==> src/rtl/isp_param_fetch.sv <==
// ISP polygon parameter fetch: reads the 3 header words and 3x3 vertex words of one polygon
// from VRAM and presents them to the rasteriser until acknowledged.
module isp_param_fetch (
    input  logic        clock,
    input  logic        reset,
    input  logic        render_poly,
    input  logic [23:0] poly_addr,
    input  logic [2:0]  skip,
    input  logic [31:0] PARAM_BASE,
    output logic        isp_vram_rd,
    output logic [23:0] isp_vram_addr,
    input  logic [31:0] isp_vram_din,
    output logic [31:0] isp_inst,
    output logic [31:0] tsp_inst,
    output logic [31:0] tcw,
    output logic [31:0] vert_a_x,
    output logic [31:0] vert_a_y,
    output logic [31:0] vert_a_z,
    output logic [31:0] vert_b_x,
    output logic [31:0] vert_b_y,
    output logic [31:0] vert_b_z,
    output logic [31:0] vert_c_x,
    output logic [31:0] vert_c_y,
    output logic [31:0] vert_c_z,
    output logic        poly_valid,
    input  logic        poly_ack,
    output logic        poly_drawn,
    output logic        busy
);

    typedef enum logic [2:0] {
        StIdle,
        StFetch,
        StLast,
        StValid,
        StDone
    } state_e;

    state_e      state_q, state_d;
    logic [3:0]  idx_q, idx_d;
    logic [2:0]  skip_q, skip_d;
    logic [23:0] addr_q, addr_d;
    logic        cap_en_q;
    logic [3:0]  cap_idx_q;
    logic [31:0] words_q [12];
    logic        jump;

    // Only the low 24 bits of the parameter base address VRAM.
    logic unused_base;
    assign unused_base = ^PARAM_BASE[31:24];

    // After the last component of vertex a or b, step over the skip words as well.
    assign jump = (idx_q == 4'd5) || (idx_q == 4'd8);

    always_comb begin
        state_d = state_q;
        idx_d   = idx_q;
        skip_d  = skip_q;
        addr_d  = addr_q;
        unique case (state_q)
            StIdle: begin
                if (render_poly) begin
                    state_d = StFetch;
                    idx_d   = 4'd0;
                    skip_d  = skip;
                    addr_d  = PARAM_BASE[23:0] + poly_addr;
                end
            end
            StFetch: begin
                if (idx_q == 4'd11) begin
                    state_d = StLast;
                end else begin
                    idx_d  = idx_q + 4'd1;
                    addr_d = addr_q + 24'd4 + (jump ? {19'd0, skip_q, 2'b00} : 24'd0);
                end
            end
            StLast:  state_d = StValid;
            StValid: begin
                if (poly_ack) begin
                    state_d = StDone;
                end
            end
            StDone:  state_d = StIdle;
            default: state_d = StIdle;
        endcase
    end

    always_ff @(posedge clock) begin
        if (reset) begin
            state_q   <= StIdle;
            idx_q     <= 4'd0;
            skip_q    <= 3'd0;
            addr_q    <= 24'd0;
            cap_en_q  <= 1'b0;
            cap_idx_q <= 4'd0;
            for (int i = 0; i < 12; i++) begin
                words_q[i] <= 32'd0;
            end
        end else begin
            state_q   <= state_d;
            idx_q     <= idx_d;
            skip_q    <= skip_d;
            addr_q    <= addr_d;
            // Read data arrives one cycle after the strobe; capture it then.
            cap_en_q  <= isp_vram_rd;
            cap_idx_q <= idx_q;
            if (cap_en_q) begin
                words_q[cap_idx_q] <= isp_vram_din;
            end
        end
    end

    assign isp_vram_rd   = (state_q == StFetch);
    assign isp_vram_addr = addr_q;
    assign poly_valid    = (state_q == StValid);
    assign poly_drawn    = (state_q == StDone);
    assign busy          = (state_q != StIdle);

    assign isp_inst = words_q[0];
    assign tsp_inst = words_q[1];
    assign tcw      = words_q[2];
    assign vert_a_x = words_q[3];
    assign vert_a_y = words_q[4];
    assign vert_a_z = words_q[5];
    assign vert_b_x = words_q[6];
    assign vert_b_y = words_q[7];
    assign vert_b_z = words_q[8];
    assign vert_c_x = words_q[9];
    assign vert_c_y = words_q[10];
    assign vert_c_z = words_q[11];

endmodule

==> config.mk <==
export PLATFORM = sky130hd
export DESIGN_NAME = isp_param_fetch
export DESIGN_NICKNAME = d
export VERILOG_FILES = /design/src/rtl/isp_param_fetch.sv
export SDC_FILE = /design/constraint.sdc
export NUM_CORES = 1
export LEC_CHECK = 0
export ABC_AREA = 1
export CORE_MARGIN = 10
export CORE_UTILIZATION = 51
export DETAILED_ROUTE_END_ITERATION = 8
export HOLD_SLACK_MARGIN = 0.06
export PLACE_DENSITY = 0.83
export SKIP_LAST_GASP = 1
export SYNTH_ARGS = -nofsm -noshare
export SYNTH_HDL_FRONTEND = slang
export SYNTH_SLANG_ARGS = --single-unit
==> constraint.sdc <==
create_clock -name clock -period 5.16 [get_ports clock]
set_clock_uncertainty 0.15 [all_clocks]
set_input_delay 0.516 -clock clock [delete_from_list [all_inputs] [get_ports clock]]
set_output_delay 0.516 -clock clock [all_outputs]
set_load 0.01 [all_outputs]
==> metrics.md, run 1 <==
| Metric | Value |
|---|---|
| Status | complete, no violations |
| Final wirelength | 63.4 mm |
| Avg WL per Cell | 25.2 µm |
| Max_slew headroom | 31.0% |
| Fillers | 2,157 |
| Setup TNS | 0 ns |
| Largest net degree at the start of global routing | between 40 and 50 |
| Post-CTS setup repair buffer count | 0 |
| Worst Path Required | approximately 5.5 ns |
| Num CTS Buffers | 42 |
| Critical path startpoint category | register |
| Cts hold-fix bufs | 0 |
| Skew-Pair Late Insertion Delay | around 0.54 ns |
| Dpl cells | 2,437 |
| Detailed-placement wirelength estimate | 45.0 mm |
| Worst path top cell family by delay | simple AND/OR/NAND/NOR gates |
| Die area | 42,000 µm² |
| Crit path top cell by count | nand2_1 |
| Sequential power share | 48.7% |
| Vias in the first global route | 13,400 |
| Hold crit path type | reg -> reg |
| Slowest Stage Delay on Critical Path | 0.40 ns |
| Slew Limit Fails | 0 |
| Root buf cell | clkbuf_16 |
| Internal power consumption | 0.00616 W |
| Post-Syn Instances | 1,555 |
| Non-Filler Instances | 2,515 |
| Slowest cell on crit path | dfxtp_1 |
| Combinational share of power | between 10% and 20% |
| Die Wd | roughly 200 µm |
| Crit-path max FO | 5 |
| Detail Route Antenna Nets | 0 |
| DR iter-0 viols | 1,260 |
| Multi-input logic area | 4230 µm² |
| Sw Pwr | 0.00204 W |
| EDFF count, synth | 384 |
| Sw frac | 24.9% |
| CP cell instances | inv_1 > ha_1 > nand3_1 > nand2_1 > inv_1 > nor2_1 > ha_1 > ha_1 > inv_1 > fa_1 > inv_1 > nand2_1 > nand2_1 > nand2_1 > nor2_4 > nand2_2 > nor2_1 > nand2_1 > nand3_1 > nand3_1 > nand2_1 > inv_1 |
| Power Density | 340 nW/µm² |
| Site Rows | 67 |
| Worst setup EP type | register |
| Clock Path Buffers | 3 |
| Synthesized area | roughly 17,000 µm² |
| Final setup fails | 0 |
| Yosys cell types | 40 |
| Initial antenna violation count | 0 |
| Endpoints failing hold | 0 |
| Fmax | 0.318 GHz |
| Grt ovf | 0 |
| Share of the synthesized area in the top cell type | between 60% and 70% |
| Least-Margin Pin Slew | roughly 1.0 ns |
| Clk pin slew, worst setup/hold paths | 0.06 ns |
| I/O pins | 507 |
| CP Buf/Inv Count | 5 |
| Mean post-synth cell area | 11.2 µm² |
| H-tree level count | 2 |
| Synth Warn # | 0 |
| Worst setup path category | reg -> reg |
| Overall Global Routing Usage | between 20% and 30% |
| Clock sink count | 423 |
| Top FF cell, synth | edfxtp_1 |
| Syn_nets | 1,684 |
| DR vias/cell | 5.48 |
| Lkg Pwr | just under 10 nW |
| Most frequent cells in the layout | clkdlybuf4s50_1 (498), nor2_1 (446), edfxtp_1 (384) |
| DR pass1 iterations | 5 |
| Ranking of synthesized cells by area | edfxtp_1 (66%), nor2_1 (9.6%), nand2_1 (4.5%), dfxtp_1 (4.5%), inv_1 (2.9%) |
| Vias post-DR | 13,800 |
| Final net count | 2,162 |
| Initial core utilization | between 50% and 60% |
| Clk pwr share | 37.7% |
| Final Wtd Congestion | 0.884 |
| Layout cells sized above 1 | 5.66% |
| Post-route clock period utilization | 60.9% |
| CTS resizes | 0 |
| # DRC | 0 |
| Reg area | ~12,000 µm² |
| Area grow syn2layout | 38.4% |
| #FFs+latches synth | roughly 420 |
| Post-synthesis sequential area ratio | just over 70% |
| Inserted Diodes | 0 |
| Peak VDD IR | 0.000271 V |
| CTS tree | done |
| Ys async rst share | 0% |
| Port Buffers | 498 |
| Commonest non-fill, non-tap cell in the layout | clkdlybuf4s50_1 |
| Final core occ | 71.8% |
| CP arrival | 3.44 ns |
| # Max-Cap Violations | 0 |
| Global-route wire length before repair | 88.9 mm |
| Area leader, netlist | edfxtp_1 |
| Crit path time final | roughly 3.1 ns |
| RSZ-0062 raised after global routing | no |
| Die height | 205 µm |
| CORE AREA | 33,600 µm² |
-- flip-flops by register name (all words and copies together) (netlist names) --
signal and cells:
cap_en_q 1, idx_q 4, isp_vram_addr 24, state_q 3, skip_q 3, words_q 384, cap_idx_q 4
-- per-layer routing --
| layer | vias to the layer above | routed length, µm | GRT usage [%] | share of wire, % |
|---|---|---|---|---|
| li1 | 6098 | - | - | - |
| met1 | 6636 | 21300 | 32.6 | 34 |
| met2 | 911 | 31500 | 49.0 | 50 |
| met3 | 148 | 7250 | 8.18 | 11 |
| met4 | 0 | 3390 | 15.3 | 5.3 |
| met5 | - | 0 | 0 | 0 |
-- power groups by stage --
stage | registers [W] | clock network (W) | logic [W]
floorplan | 0.00413 | 0 | 0.000454
CTS | 0.00399 | 0.00309 | 0.00112
finish | 0.00399 | 0.00309 | 0.00112
global placement | 0.00405 | 0 | 0.00110
detailed placement | 0.00406 | 0 | 0.00111
global route | 0.00401 | 0.00324 | 0.00121
-- Yosys cell counts, types with 2 or more instances --
library cell  count
fa_1              2
o21bai_1          7
o21ai_1          13
buf_8             3
nand3_1          50
nand2_1         211
xor2_1            7
nor2_4            3
inv_2             4
or2_2             6
nor3_1            9
nand2_2           5
inv_1           136
edfxtp_1        384
nor2_1          446
nand4_1          10
ha_1             32
nor3_2            2
nand3b_1          5
o211ai_1          3
clkbuf_1         37
buf_1             2
dfxtp_1          39
and2_1            2
a21oi_1          52
nor3_4            3
o21ai_0          25
buf_2            39
a31oi_1           5
xnor2_1           3
-- layout make-up --
cell class              count  area share [%]
clock buffers              53            4.66
clock inverters            25            1.06
inverters                 141            2.20
multi-input cells         909            17.5
flip-flops and latches    423            51.0
well taps                 448            2.32
repair buffers            516            21.2
-- through the flow --
stage | hold WS [ns] | setup WS [ns] | total power, W | area (µm²)
floorplan | 0.280 | 2.37 | 0.00458 | 17400
detailed placement | 0.305 | 1.78 | 0.00518 | 22800
CTS | 0.328 | 2.02 | 0.00821 | 24100
finish | 0.326 | 2.02 | 0.00820 | 24100
global placement | 0.298 | 1.86 | 0.00515 | 22800
global route | 0.365 | 1.76 | 0.00845 | 24100
-- path summary, 6_finish.rpt --
kind,start,endpoint,slack (ns),cells after the start
max,idx_q[0],isp_vram_addr[23],2.02,22
min,skip_q[1],skip_q[1],0.33,2
max reg2reg,idx_q[0],isp_vram_addr[23],2.02,22
min reg2reg,skip_q[1],skip_q[1],0.33,2
-- tightest hold or removal path, cell delays in order, from the launching register on --
cell and delay, ns:
dfxtp_1 0.30, inv_1 0.06, a21oi_1 0.06
-- cell families (layout without fill, tap and decap cells) --
| group | Yosys count | count (layout) | synth area share [%] |
|---|---|---|---|
| XOR/XNOR | 10 | 10 | 0.502 |
| buffers and inverters | 223 | 735 | 5.31 |
| AND/OR/NAND/NOR | 756 | 756 | 17.6 |
| AO/OA/AOI/OAI | 109 | 109 | 3.40 |
| adder cells (fa/ha/maj) | 34 | 34 | 2.53 |
| flip-flops | 423 | 423 | 70.6 |
(Power assumes the default switching activity.)
==> run 2, diff against run 1 <==
CORE_UTILIZATION = 43   (was 51)
PLACE_DENSITY = 0.74   (was 0.83)
clock period = 2.8 ns   (was 5.16 ns; I/O delays follow)
==> run 2 against run 1 <==
Against the previous run: via count shrank 1.3%; utilization is 9.8 points lower; clock power is 87% higher; largest cell class unchanged; die area grew 17%; critical endpoint is now isp_vram_addr[15].
==> metrics.md, run 2 (synthesis results as in run 1) <==
| Metric | Value |
|---|---|
| Slew Limit Fails | 0 |
| Max_slew headroom | 55.1% |
| Num CTS Buffers | 43 |
| Final std cell area, no fill | 24,700 µm² |
| Vias post-DR | 13,600 |
| Clock Path Buffers | 3 |
| I/O pins | 507 |
| Post-route clock period utilization | 98.1% |
| WHS Endpoint | skip_q[0] |
| Clock sink count | 423 |
| Cell count of the worst reg-to-reg path | 20 |
| Largest net degree at the start of global routing | 43 |
| Port Buffers | roughly 500 |
| Root buf cell | clkbuf_16 |
| CORE AREA | 39,900 µm² |
| CTS tree | done |
| Min-delay src | skip[0] |
| Most frequent cells in the layout | clkdlybuf4s50_1 (498), nor2_1 (445), edfxtp_1 (384) |
| Status | complete, no violations |
| Lkg Pwr | 9.97 nW |
| H-tree level count | 2 |
| Final core occ | 62.0% |
| DR pass1 iterations | 5 |
| Final net count | 2,199 |
| Avg WL per Cell | 24.1 µm |
| Critical path startpoint category | register |
| Worst R2R End | isp_vram_addr[15] |
| Endpoints failing hold | 0 |
| Clk pin slew, worst setup/hold paths | 0.06 ns |
| Die Wd | 221 µm |
| DR vias/cell | slightly above 5 |
| Initial antenna violation count | 0 |
| R2R Path Start | idx_q[0] |
| Die height | 221 µm |
| Commonest non-fill, non-tap cell in the layout | clkdlybuf4s50_1 |
| # DRC | 0 |
| Peak VDD IR | approximately 0.00044 V |
| Overall Global Routing Usage | approximately 25% |
| Hold path cells | 3 |
| Area grow syn2layout | 41.9% |
| Global-route wire length before repair | 91.7 mm |
| Fmax | roughly 0.36 GHz |
| Worst setup path category | reg -> reg |
| # Max-Cap Violations | 0 |
| Detail Route Antenna Nets | 0 |
| Inserted Diodes | 0 |
| Least-Margin Pin Slew | just under 0.7 ns |
| Grt ovf | 0 |
| Final Wtd Congestion | 0.870 |
| Initial core utilization | 43.7% |
| DP Area | roughly 23,000 µm² |
| Worst setup EP type | register |
| Worst Slack Setup Final | 0.0525 ns |
| RSZ-0062 raised after global routing | yes |
| Power Density | 618 nW/µm² |
| Crit-path max FO | 3 |
| Hold crit path type | in -> reg |
| Detailed-placement wirelength estimate | 46.8 mm |
| Die area | 49,000 µm² |
| Reg2reg setup slack | 0.05 ns |
| Final wirelength | 63.4 mm |
| Fillers | about 3,000 |
| Post-Place Setup Slack | -0.198 ns |
| Cts hold-fix bufs | 0 |
| CP arrival | 3.07 ns |
| Vias in the first global route | 13,300 |
| DR iter-0 viols | 1,280 |
| Crit path time final | 2.75 ns |
| Skew-Pair Late Insertion Delay | 0.55 ns |
| Site Rows | 73 |
| Max reg flops | 384 |
| Worst Path Required | ~3.1 ns |
| Reg with most FFs | words_q |
| Final setup fails | 0 |
| Layout cells sized above 1 | 8.70% |
run 2: changes by cell type in the layout (fill, tap and decap cells not counted), sizes merged:
| cell | change |
|---|---|
| clkinv | -5 |
| clkbuf | +2 |
| bufinv | +1 |
| inv | -2 |
| buf | +36 |
| clkinvlp | +4 |
run 2: layout make-up:
cell class / instances / area, µm² / area share (%)
sequential: 423 / 12300 / 49.8
multi-input combinational: 909 / 4370 / 17.6
clock inverter: 23 / 293 / 1.18
inverter: 141 / 537 / 2.17
timing repair buffer: 552 / 5460 / 22.0
clock buffer: 55 / 1120 / 4.53
tap: 525 / 657 / 2.65
run 2: how the worst max path moves through the flow:
stage / start / to / cells past startpoint
2_1_floorplan: idx_q[0] / isp_vram_addr[23] / 22
3_3_place_gp: idx_q[0] / isp_vram_addr[23] / 22
3_5_place_dp: idx_q[0] / isp_vram_addr[23] / 22
4_1_cts: idx_q[0] / isp_vram_addr[23] / 22
5_1_grt: idx_q[0] / isp_vram_addr[23] / 22
6_report: idx_q[0] / isp_vram_addr[15] / 20
run 2: where the power goes:
part | switching [W] | internal (W)
sequential | 0.000200 | 0.00717
combinational | 0.00123 | 0.000915
clock | 0.00238 | 0.00340
total | 0.00381 | 0.0115
run 2: what timing repair did:
| action | CTS | global route |
|---|---|---|
| resized for setup | 28 | 15 |
| buffers inserted | 5 | 5 |
| pin swaps | 11 | 20 |
| cloned | 0 | 0 |
| setup endpoints to repair | 7 | 10 |
run 2: worst max-delay path, cell delays in order (launching register included):
cell and delay [ns]:
dfxtp_4 0.38, inv_4 0.05, ha_4 0.15, nand3_2 0.06
nand2_2 0.07, inv_2 0.07, nor2_2 0.05, ha_4 0.27
ha_4 0.14, inv_2 0.03, fa_2 0.32, inv_2 0.08
nand2_4 0.06, nand2_4 0.07, buf_4 0.12, nand2_1 0.06
inv_2 0.09, nand3_1 0.08, a21oi_1 0.13, o21ai_0 0.12
a31oi_1 0.14
run 2: stage by stage:
step	power, W	std cells	setup TNS (ns)	hold slack (ns)
after CTS	0.0154	2623	0	0.231
after global routing	0.0158	2628	-0.523	0.260
after global placement	0.00956	2540	-0.291	0.304
after floorplan	0.00844	1555	0	0.265
after detailed placement	0.00960	2540	-0.745	0.304
final	0.0153	2628	0	0.250
run 2: routing by layer:
layer  up-vias  share of wire (%)  track usage [%]
met4         0                4.7             10.9
met2       780                 50             42.9
met1      6527                 35             28.4
met5         -                  0                0
met3       128                 10             7.40
li1       6175                  -                -
==> run 3, diff against run 2 <==
CORE_MARGIN = default   (was 10)
==> run 3 against run 2 <==
Against the previous run: the flow now finishes with violations (negative setup slack); register-to-register slack got worse by 0.07 ns; hold slack lost 0.078 ns; total power decreased by 1.2%; first-iteration DRC count fell by 12%; combinational power about the same; critical path type unchanged.
==> metrics.md, run 3 (synthesis results as in run 1) <==
| Metric | Value |
|---|---|
| Status | finished with violations |
| Hold path cells | 3 |
| Detailed-placement wirelength estimate | 41.5 mm |
| Clock Path Buffers | 3 |
| Area grow syn2layout | 42.4% |
| I/O pins | 507 |
| # Max-Cap Violations | 0 |
| Final Wtd Congestion | 0.888 |
| Vias post-DR | roughly 14,000 |
| Cts hold-fix bufs | 0 |
| Commonest non-fill, non-tap cell in the layout | clkdlybuf4s50_1 |
| Worst Path Required | 3.14 ns |
| Avg WL per Cell | 22.2 µm |
| Worst Slack Setup Final | -0.0149 ns |
| Num CTS Buffers | 44 |
| Largest net degree at the start of global routing | 43 |
| Slew Limit Fails | 0 |
| CORE AREA | 39,800 µm² |
| Layout cells sized above 1 | around a tenth |
| Final core occ | 62.3% |
| Root buf cell | clkbuf_16 |
| H-tree level count | 2 |
| Clock sink count | 423 |
| Skew-Pair Late Insertion Delay | 0.56 ns |
| CTS tree | done |
| Most frequent cells in the layout | clkdlybuf4s50_1 (498), nor2_1 (444), edfxtp_1 (384) |
| Global-route wire length before repair | 84.1 mm |
| Overall Global Routing Usage | 28.0% |
| Reg with most FFs | words_q |
| Post-Place Setup Slack | -0.343 ns |
| Die area | 41,400 µm² |
| Crit-path max FO | 3 |
| Max reg flops | 384 |
| Peak VDD IR | 0.000399 V |
| Final net count | 2,210 |
| Hold crit path type | in -> reg |
| Clk pin slew, worst setup/hold paths | ~0.060 ns |
| Site Rows | 73 |
| Die Wd | 203 µm |
| Crit path time final | 2.81 ns |
| Worst setup path category | reg -> reg |
| Reg2reg setup slack | -0.01 ns |
| Vias in the first global route | 13,300 |
| Grt ovf | 0 |
| RSZ-0062 raised after global routing | yes |
| CP arrival | 3.15 ns |
| WHS Endpoint | skip_q[0] |
| Worst R2R End | isp_vram_addr[11] |
| Initial core utilization | a little over two fifths |
| Fmax | 0.355 GHz |
| DR vias/cell | 5.18 |
| Cell count of the worst reg-to-reg path | 23 |
| Port Buffers | 498 |
| Least-Margin Pin Slew | between 0.7 and 0.8 ns |
| Critical path startpoint category | register |
| Worst setup EP type | register |
| DR pass1 iterations | 5 |
| Initial antenna violation count | 0 |
| DR iter-0 viols | roughly 1,100 |
| R2R Path Start | idx_q[1] |
| Lkg Pwr | between 10 and 15 nW |
| Post-layout power | about 0.015 W |
| Min-delay src | skip[0] |
| Failing checks | negative setup slack |
| Die height | 203 µm |
| Post-route clock period utilization | 101% |
| Final wirelength | 58.7 mm |
| Inserted Diodes | 0 |
| Power Density | 609 nW/µm² |
| Endpoints failing hold | 0 |
| Final setup fails | 1 |
| Detail Route Antenna Nets | 0 |
| # DRC | 0 |
| Max_slew headroom | approximately half |
run 3: changes by cell type in the layout (fill, tap and decap cells not counted), moves of 2 or more:
cell | before | now
bufinv_16 | 6 | 2
clkinv_1 | 7 | 12
clkbuf_16 | 43 | 46
a21oi_2 | 2 | 5
clkbuf_1 | 12 | 9
clkinv_2 | 3 | 5
buf_12 | 5 | 7
a21oi_1 | 51 | 48
buf_4 | 48 | 56
run 3: metal layers:
metal / GRT usage (%) / up-vias / wire [µm]
met3: 5.86 / 130 / 5200
li1: - / 6196 / -
met4: 12.9 / 0 / 2760
met5: 0 / - / 0
met2: 48.6 / 757 / 29500
met1: 33.2 / 6609 / 21200
run 3: final cells by class:
class                      count  area, µm²
fill                        3109      15000
sequential                   423      12300
timing repair buffer         562       5560
multi-input combinational    909       4370
clock buffer                  56       1200
tap                          525        657
inverter                     141        537
clock inverter                25        186
run 3: what timing repair did:
action | CTS | global route
setup buffers | 7 | 9
endpoints found under the setup margin | 11 | 13
gates cloned | 0 | 0
pin swaps | 12 | 20
resized for setup | 27 | 19
run 3: worst max-delay path, stage by stage (launching register included):
cell and delay [ns]:
dfxtp_2 0.34, inv_4 0.08, ha_4 0.13, nand3_2 0.07, nand2_2 0.10, buf_4 0.11
nand2_2 0.07, ha_4 0.16, inv_2 0.06, ha_4 0.13, inv_2 0.04, fa_2 0.34
inv_2 0.09, nand2_4 0.06, nand2_4 0.07, buf_6 0.10, nand2_1 0.05, inv_2 0.09
nand2_2 0.07, a21oi_2 0.14, o21ai_1 0.09, nand2_1 0.06, inv_1 0.05, a21oi_1 0.13
run 3: power by group:
group | total, W | leakage (nW) | internal (W) | switching, W
registers | 0.00737 | 4.29 | 0.00717 | 0.000201
logic | 0.00213 | 5.06 | 0.000921 | 0.00121
clock network | 0.00562 | 0.667 | 0.00322 | 0.00240
total | 0.0151 | 10.0 | 0.0113 | 0.00381
run 3: worst max-delay path by stage:
stage / from / to / depth (start not counted)
after floorplan: idx_q[0] / isp_vram_addr[23] / 22
after global routing: idx_q[0] / isp_vram_addr[22] / 19
after global placement: idx_q[0] / isp_vram_addr[23] / 22
final: idx_q[1] / isp_vram_addr[11] / 23
after detailed placement: idx_q[0] / isp_vram_addr[23] / 22
after CTS: idx_q[0] / isp_vram_addr[23] / 22
run 3: through the flow:
| step | hold slack [ns] | area (µm²) | setup TNS [ns] | cells |
|---|---|---|---|---|
| 6_report | 0.172 | 24800 | -0.0149 | 2641 |
| 5_1_grt | 0.193 | 24800 | -1.01 | 2641 |
| 3_5_place_dp | 0.321 | 23200 | -1.75 | 2544 |
| 3_3_place_gp | 0.305 | 23200 | -0.432 | 2544 |
| 4_1_cts | 0.152 | 24700 | -0.0411 | 2632 |
| 2_1_floorplan | 0.265 | 17400 | 0 | 1555 |
